[config.mk]
export PLATFORM = sky130hd
export DESIGN_NAME = cdb_arbiter
export DESIGN_NICKNAME = d
export VERILOG_FILES = /design/src/rtl/rv32i_types.sv /design/src/rtl/rr_multi_picker.sv /design/src/rtl/cdb_arbiter.sv
export SDC_FILE = /design/constraint.sdc
export NUM_CORES = 1
export LEC_CHECK = 0
export CORE_UTILIZATION = 35
export CTS_CLUSTER_SIZE = 25
export DETAILED_ROUTE_END_ITERATION = 7
export GPL_TIMING_DRIVEN = 0
export PLACE_DENSITY = 0.55
export SLEW_MARGIN = 30
export SYNTH_ARGS = -nofsm -noshare
export SYNTH_HDL_FRONTEND = slang
export SYNTH_SLANG_ARGS = --single-unit
[constraint.sdc]
create_clock -name clk -period 31.9 [get_ports clk]
set_clock_uncertainty 0.1 [all_clocks]
set_input_delay 6.38 -clock clk [delete_from_list [all_inputs] [get_ports clk]]
set_output_delay 6.38 -clock clk [all_outputs]
set_load 0.005 [all_outputs]
[src/rtl/rv32i_types.sv]
// Shared RV32I pipeline types used by the CDB arbiter and its neighbours.
// Latency: n/a (types and constants only).
// Backpressure: n/a.
//
// tag_t       : ROB tag; the value 0 means "no tag" and is never broadcast.
// cdb_entry_t : one common-data-bus payload {tag, val, is_br, br_pred_res, pc_next}.
package rv32i_types;

    localparam int TAG_W         = 3;
    localparam int DATA_W        = 32;
    localparam int NUM_CDB_PORTS = 2;

    typedef logic [TAG_W-1:0] tag_t;

    typedef struct packed {
        tag_t              tag;
        logic [DATA_W-1:0] val;
        logic              is_br;
        logic              br_pred_res;
        logic [DATA_W-1:0] pc_next;
    } cdb_entry_t;

endpackage

[src/rtl/rr_multi_picker.sv]
// Round-robin multi-grant picker: up to NUM_PORTS grants per cycle over a full vector.
// Latency: purely combinational.
// Backpressure: none; only slots marked full can be granted.
//
// Ports:
//   full      in   NUM_REQ             slot i holds a result
//   rr_ptr    in   IDX_W               first index examined in the scan
//   port_oh   out  NUM_PORTS x NUM_REQ one-hot grant for each port
//   port_vld  out  NUM_PORTS           port p received a grant
//   port_idx  out  NUM_PORTS x IDX_W   granted index for port p
//   grant     out  NUM_REQ             union of all port grants
//   any_grant out  1                   at least one grant issued
//   last_idx  out  IDX_W               index of the last grant in scan order
module rr_multi_picker #(
    parameter int  NUM_REQ   = 8,
    parameter int  NUM_PORTS = 2,
    localparam int IDX_W     = $clog2(NUM_REQ)
) (
    input  logic [NUM_REQ-1:0]   full,
    input  logic [IDX_W-1:0]     rr_ptr,
    output logic [NUM_REQ-1:0]   port_oh [NUM_PORTS],
    output logic [NUM_PORTS-1:0] port_vld,
    output logic [IDX_W-1:0]     port_idx [NUM_PORTS],
    output logic [NUM_REQ-1:0]   grant,
    output logic                 any_grant,
    output logic [IDX_W-1:0]     last_idx
);

    // Each port takes the first still-unclaimed full slot in rotation order
    // starting at rr_ptr, so port k always holds the k-th grant of the scan.
    always_comb begin
        logic [NUM_REQ-1:0] remain;
        logic [IDX_W:0]     scan;
        logic [IDX_W-1:0]   idx;
        logic               found;

        remain    = full;
        port_vld  = '0;
        any_grant = 1'b0;
        last_idx  = rr_ptr;
        scan      = '0;
        idx       = '0;
        found     = 1'b0;

        for (int p = 0; p < NUM_PORTS; p++) begin
            port_oh[p]  = '0;
            port_idx[p] = '0;
            found       = 1'b0;
            for (int j = 0; j < NUM_REQ; j++) begin
                // Modulo add without a divider: one conditional subtract suffices.
                scan = {1'b0, rr_ptr} + (IDX_W+1)'(j);
                if (scan >= (IDX_W+1)'(NUM_REQ)) begin
                    scan = scan - (IDX_W+1)'(NUM_REQ);
                end
                idx = scan[IDX_W-1:0];
                if (!found && remain[idx]) begin
                    found           = 1'b1;
                    port_oh[p][idx] = 1'b1;
                    port_idx[p]     = idx;
                    remain[idx]     = 1'b0;
                end
            end
            port_vld[p] = found;
            if (found) begin
                last_idx  = port_idx[p];
                any_grant = 1'b1;
            end
        end

        grant = full & ~remain;
    end

endmodule

[src/rtl/cdb_arbiter.sv]
// Shares NUM_PORTS CDB broadcast ports among NUM_REQ result sources via one-entry holding slots.
// Latency: 2 edges from source transfer to cdb_valid (slot load, then output register).
// Backpressure: req_ready[i] = slot empty or being granted this cycle; low during rst/flush.
//
// Ports:
//   clk, rst    clock; synchronous active-high reset
//   flush       mispredict flush, same effect as rst on this block
//   req_valid   in   NUM_REQ              source i offers req_data[i]
//   req_ready   out  NUM_REQ              source i's offer is taken at this edge
//   req_data    in   NUM_REQ x cdb_entry_t
//   cdb_valid   out  NUM_PORTS            registered broadcast strobe, one pulse per result
//   cdb_data    out  NUM_PORTS x cdb_entry_t (held when the port is idle)
//   cdb_src     out  NUM_PORTS x SRC_W    source index of each broadcast
module cdb_arbiter
    import rv32i_types::*;
#(
    parameter int  NUM_REQ   = 8,
    parameter int  NUM_PORTS = NUM_CDB_PORTS,
    localparam int SRC_W     = $clog2(NUM_REQ)
) (
    input  logic                 clk,
    input  logic                 rst,
    input  logic                 flush,
    input  logic [NUM_REQ-1:0]   req_valid,
    output logic [NUM_REQ-1:0]   req_ready,
    input  cdb_entry_t           req_data [NUM_REQ],
    output logic [NUM_PORTS-1:0] cdb_valid,
    output cdb_entry_t           cdb_data [NUM_PORTS],
    output logic [SRC_W-1:0]     cdb_src  [NUM_PORTS]
);

    logic                 clr;
    cdb_entry_t           slot [NUM_REQ];
    logic [NUM_REQ-1:0]   slot_full;
    logic [SRC_W-1:0]     rr_ptr;
    logic [NUM_REQ-1:0]   xfer;

    logic [NUM_REQ-1:0]   port_oh  [NUM_PORTS];
    logic [NUM_PORTS-1:0] port_vld;
    logic [SRC_W-1:0]     port_idx [NUM_PORTS];
    logic [NUM_REQ-1:0]   grant;
    logic                 any_grant;
    logic [SRC_W-1:0]     last_idx;

    assign clr = rst | flush;

    rr_multi_picker #(
        .NUM_REQ   (NUM_REQ),
        .NUM_PORTS (NUM_PORTS)
    ) u_picker (
        .full      (slot_full),
        .rr_ptr    (rr_ptr),
        .port_oh   (port_oh),
        .port_vld  (port_vld),
        .port_idx  (port_idx),
        .grant     (grant),
        .any_grant (any_grant),
        .last_idx  (last_idx)
    );

    // A slot being granted this cycle is vacated at the edge, so it may be
    // refilled at that same edge; this makes grant -> ready combinational.
    assign req_ready = clr ? '0 : (~slot_full | grant);
    assign xfer      = req_valid & req_ready;

    // Payload storage needs no reset: slot_full qualifies every use.
    always_ff @(posedge clk) begin
        for (int i = 0; i < NUM_REQ; i++) begin
            if (xfer[i]) begin
                slot[i] <= req_data[i];
            end
        end
    end

    always_ff @(posedge clk) begin
        if (clr) begin
            slot_full <= '0;
            rr_ptr    <= '0;
            cdb_valid <= '0;
            for (int p = 0; p < NUM_PORTS; p++) begin
                cdb_data[p] <= '0;
                cdb_src[p]  <= '0;
            end
        end else begin
            // A tag-0 offer is consumed but leaves the slot empty, so it is never broadcast.
            for (int i = 0; i < NUM_REQ; i++) begin
                if (xfer[i]) begin
                    slot_full[i] <= (req_data[i].tag != '0);
                end else if (grant[i]) begin
                    slot_full[i] <= 1'b0;
                end
            end

            for (int p = 0; p < NUM_PORTS; p++) begin
                cdb_valid[p] <= port_vld[p];
                if (port_vld[p]) begin
                    cdb_data[p] <= slot[port_idx[p]];
                    cdb_src[p]  <= port_idx[p];
                end
            end

            // Resume the scan just past the last winner so every full slot
            // is reached within ceil(NUM_REQ/NUM_PORTS) cycles.
            if (any_grant) begin
                if (last_idx == SRC_W'(NUM_REQ - 1)) begin
                    rr_ptr <= '0;
                end else begin
                    rr_ptr <= last_idx + 1'b1;
                end
            end
        end
    end

    a_grant_full: assert property (@(posedge clk) disable iff (rst)
        (grant & ~slot_full) == '0);

    for (genvar p = 0; p < NUM_PORTS; p++) begin : g_chk
        a_tag_nz: assert property (@(posedge clk) disable iff (rst)
            cdb_valid[p] |-> (cdb_data[p].tag != '0));
        a_onehot: assert property (@(posedge clk) disable iff (rst)
            $onehot0(port_oh[p]) && (port_vld[p] == (|port_oh[p])));
        for (genvar q = p + 1; q < NUM_PORTS; q++) begin : g_pair
            a_disjoint: assert property (@(posedge clk) disable iff (rst)
                (port_oh[p] & port_oh[q]) == '0);
        end
    end

endmodule

==> flow_summary.ini <==
[run_status]
status = finished, final reports clean

[synth]
synthTopCellsByArea = edfxtp_1, dfxtp_1, nand2_1, mux2i_1, nand3_1
synthFlopType = edfxtp_1
ys_types = 88
yosysTopAreaCellShare_pct = 47.7
ys_ff_latch = 709
synthMuxAreaShare_pct = 8.25
synthArstFlopShare_pct = 0
synth_top_family_by_area = simple AND/OR/NAND/NOR gates
synth-simple-area-share_pct = 15.8
synth_adder_area_share_pct = 0.432
synth-edff-count = 552
syn_area_per_cell_um2 = 10.8
synthCells = 3213
ys_warn_count = 0
synth-seq-area-share_pct = 56.7
syn_area_mm2 = 0.0348
synth_top_area_cell = edfxtp_1
synth_xor_area_share_pct = 0.101
synth-compound-area-share_pct = 15.0
synth_nets = 3788

[place]
gp_congestion = 0.998
io_buffer_count = 716
dp_cells = 5271
placed_area_mm2 = 0.0443
dpl.hpwl_um = 140000

[power_and_ir_drop]
power_mw = 6.28
power_leakage_nw = 16.6
power-per-cell-area_mw_per_mm2 = 133
irDropWorstVdd_v = 0.000127

[timing]
finalSetupTns_ns = 0
rsz0062_at_grt = false
fmax_mhz = 56.5
finalMaxSlewViolations = 0
max_slew_margin_pct = 23.6
hold_violations = 0
fin_crit_ns = 17.70
worstMarginPinSlew_ns = 1.15
setup_viol = 0
finalCritPeriodShare_pct = 55.5

[global_routing]
grt_pass1_wl_um = 243000
antenna_found_initial = 54
grt_pass1_vias = 31200
grt.overflow.total = 0
track_usage_pct = 34.7
grt_max_degree = 37

[floorplan]
num_rows = 115
dieHeight_um = 317
die_w_um = 317
core-area_mm2 = 0.0984
start_util_pct = 35.3
ios = 717
die-area_mm2 = 0.101

[routing]
drt_pass1_iterations = 6
routed_wl_um = 180000
drc = 0
avgViaCountPerCell = 5.97
wl_per_cell_um = 33.0
via_count = 32600
ant_nets = 0
first_iter_violations = 4080

[clock_network]
cts_root_buf = clkbuf_16
insertion_delay_ns = 0.67
cts_resized = 0
cts_hold_buf = 0
cts_setup_buffers = 0
htree_levels = 3
clkTransAtPathRegs_ns = 0.07
cts.path.max_buffers = 3
cts_tree = yes
cts_sinks = 709
cts_buffers = 81

[layout]
stdcell_count = 5463
mostFrequentLayoutCell = clkdlybuf4s50_1
syn_to_final_growth_pct = 35.5
nets = 4642
layout.cells.most_common_list = clkdlybuf4s50_1, nand2_1, edfxtp_1
post-route-util_pct = 47.9
drive_above_1_share_pct = 9.22
design_area_mm2 = 0.0471

[worst_setup_path]
cp.required_ns = 25.42
worstSetupPathType = flop to output pin
start_kind = flop
crit_arrival_ns = 11.22
critical_path.max_fanout = 14
end_kind = output pin

[job]
max_cap_viol_count = 0

[hold_path]
hold_path.class = flop to flop
[cell usage after synthesis (6+ instances only)]
master	number
buf_6	14
nor3_1	29
ha_1	12
and3_1	12
buf_4	15
a211o_1	6
nand2b_1	11
a2bb2oi_2	7
nor4_1	6
nor2_1	146
nand2_1	627
a21oi_1	109
o31a_1	6
nor2b_1	7
mux2_2	56
edfxtp_1	552
clkbuf_1	208
a211oi_1	17
or2_2	6
inv_1	35
a2bb2oi_1	12
o211ai_1	89
o21ai_0	48
a221oi_1	7
a221o_1	56
mux2i_1	171
o22a_1	69
buf_2	15
o221ai_1	10
mux4_2	7
nand3_1	326
dfxtp_1	157
o21a_1	8
a32oi_1	70
a31oi_1	85
o211ai_2	6
o31ai_1	16
mux2_4	22
and2_1	43
[cell type report]
class	count	area [um^2]
Clock inverter	44	515
Antenna cell	42	105
Multi-Input combinational cell	2210	13900
Timing Repair Buffer	771	7800
Buffer	257	1170
Sequential cell	709	19700
Tap cell	1287	1610
Inverter	37	139
Fill cell	9146	51300
Clock buffer	106	2190
[metal layers]
layer,track usage [%],wire length (um),up-vias
met2,54.0,82300,2030
li1,-,-,13900
met3,7.41,16700,365
met5,0,165,-
met4,15.8,8040,24
met1,46.4,73200,16300
[kinds of logic (layout without fill, tap and decap cells)]
family	count (synthesis)	in the layout
multiplexers	259	259
flip-flops	709	709
XOR/XNOR	4	4
AND/OR/NAND/NOR	1247	1247
AO/OA/AOI/OAI	688	688
adder cells (fa/ha/maj)	12	12
buffers and inverters	294	1215
other	0	42
[critical path, cell delays in order (launching register included)]
cell and delay, ns:
dfxtp_1 0.50, clkbuf_1 0.42, inv_2 0.16, clkbuf_1 0.43, ha_1 0.44, clkbuf_1 0.56
mux4_2 0.61, mux2i_1 0.66, nand2_1 0.18, buf_2 0.26, a211oi_2 0.58, o221ai_2 0.46
nor3_1 0.65, nand2_1 0.51, o211ai_1 0.42, o31ai_1 0.22, o21ai_1 0.29, or4b_1 0.45
buf_2 0.22, a22oi_2 0.41, nor2_1 0.31, nand3_1 0.19, a21oi_1 0.08, or4_1 0.79
and2_1 0.26, clkdlybuf4s50_1 0.43
[report_power, final]
group / switching (mW) / leakage (nW) / internal [mW]
clock network: 0.403 / 1.30 / 0.562
registers: 0.0531 / 6.35 / 1.08
logic: 2.84 / 8.96 / 1.33
[worst paths after layout]
check	end	slack (ns)	start	depth (start not counted)
worst min-delay path	cdb_src[3]	0.36	cdb_src[3]	2
worst max-delay path	req_ready[5]	14.20	rr_ptr[1]	25
worst max register to register	cdb_data[65]	20.11	rr_ptr[1]	26
worst min register to register	cdb_src[3]	0.36	cdb_src[3]	2
[stage by stage]
| step | worst slack [ns] | hold WS [ns] |
|---|---|---|
| 2_1_floorplan | 18.09 | 0.353 |
| 3_3_place_gp | 10.38 | 0.347 |
| 3_5_place_dp | 15.35 | 0.349 |
| 4_1_cts | 14.59 | 0.358 |
| 5_1_grt | 14.18 | 0.379 |
| 6_report | 14.20 | 0.365 |
[flip-flops by register name, summed over array words and instances, names as in the netlist]
signal	flops
cdb_data	138
cdb_src	6
cdb_valid	2
rr_ptr	3
slot	552
slot_full	8
Note: power is estimated with default switching activity, not from simulation.
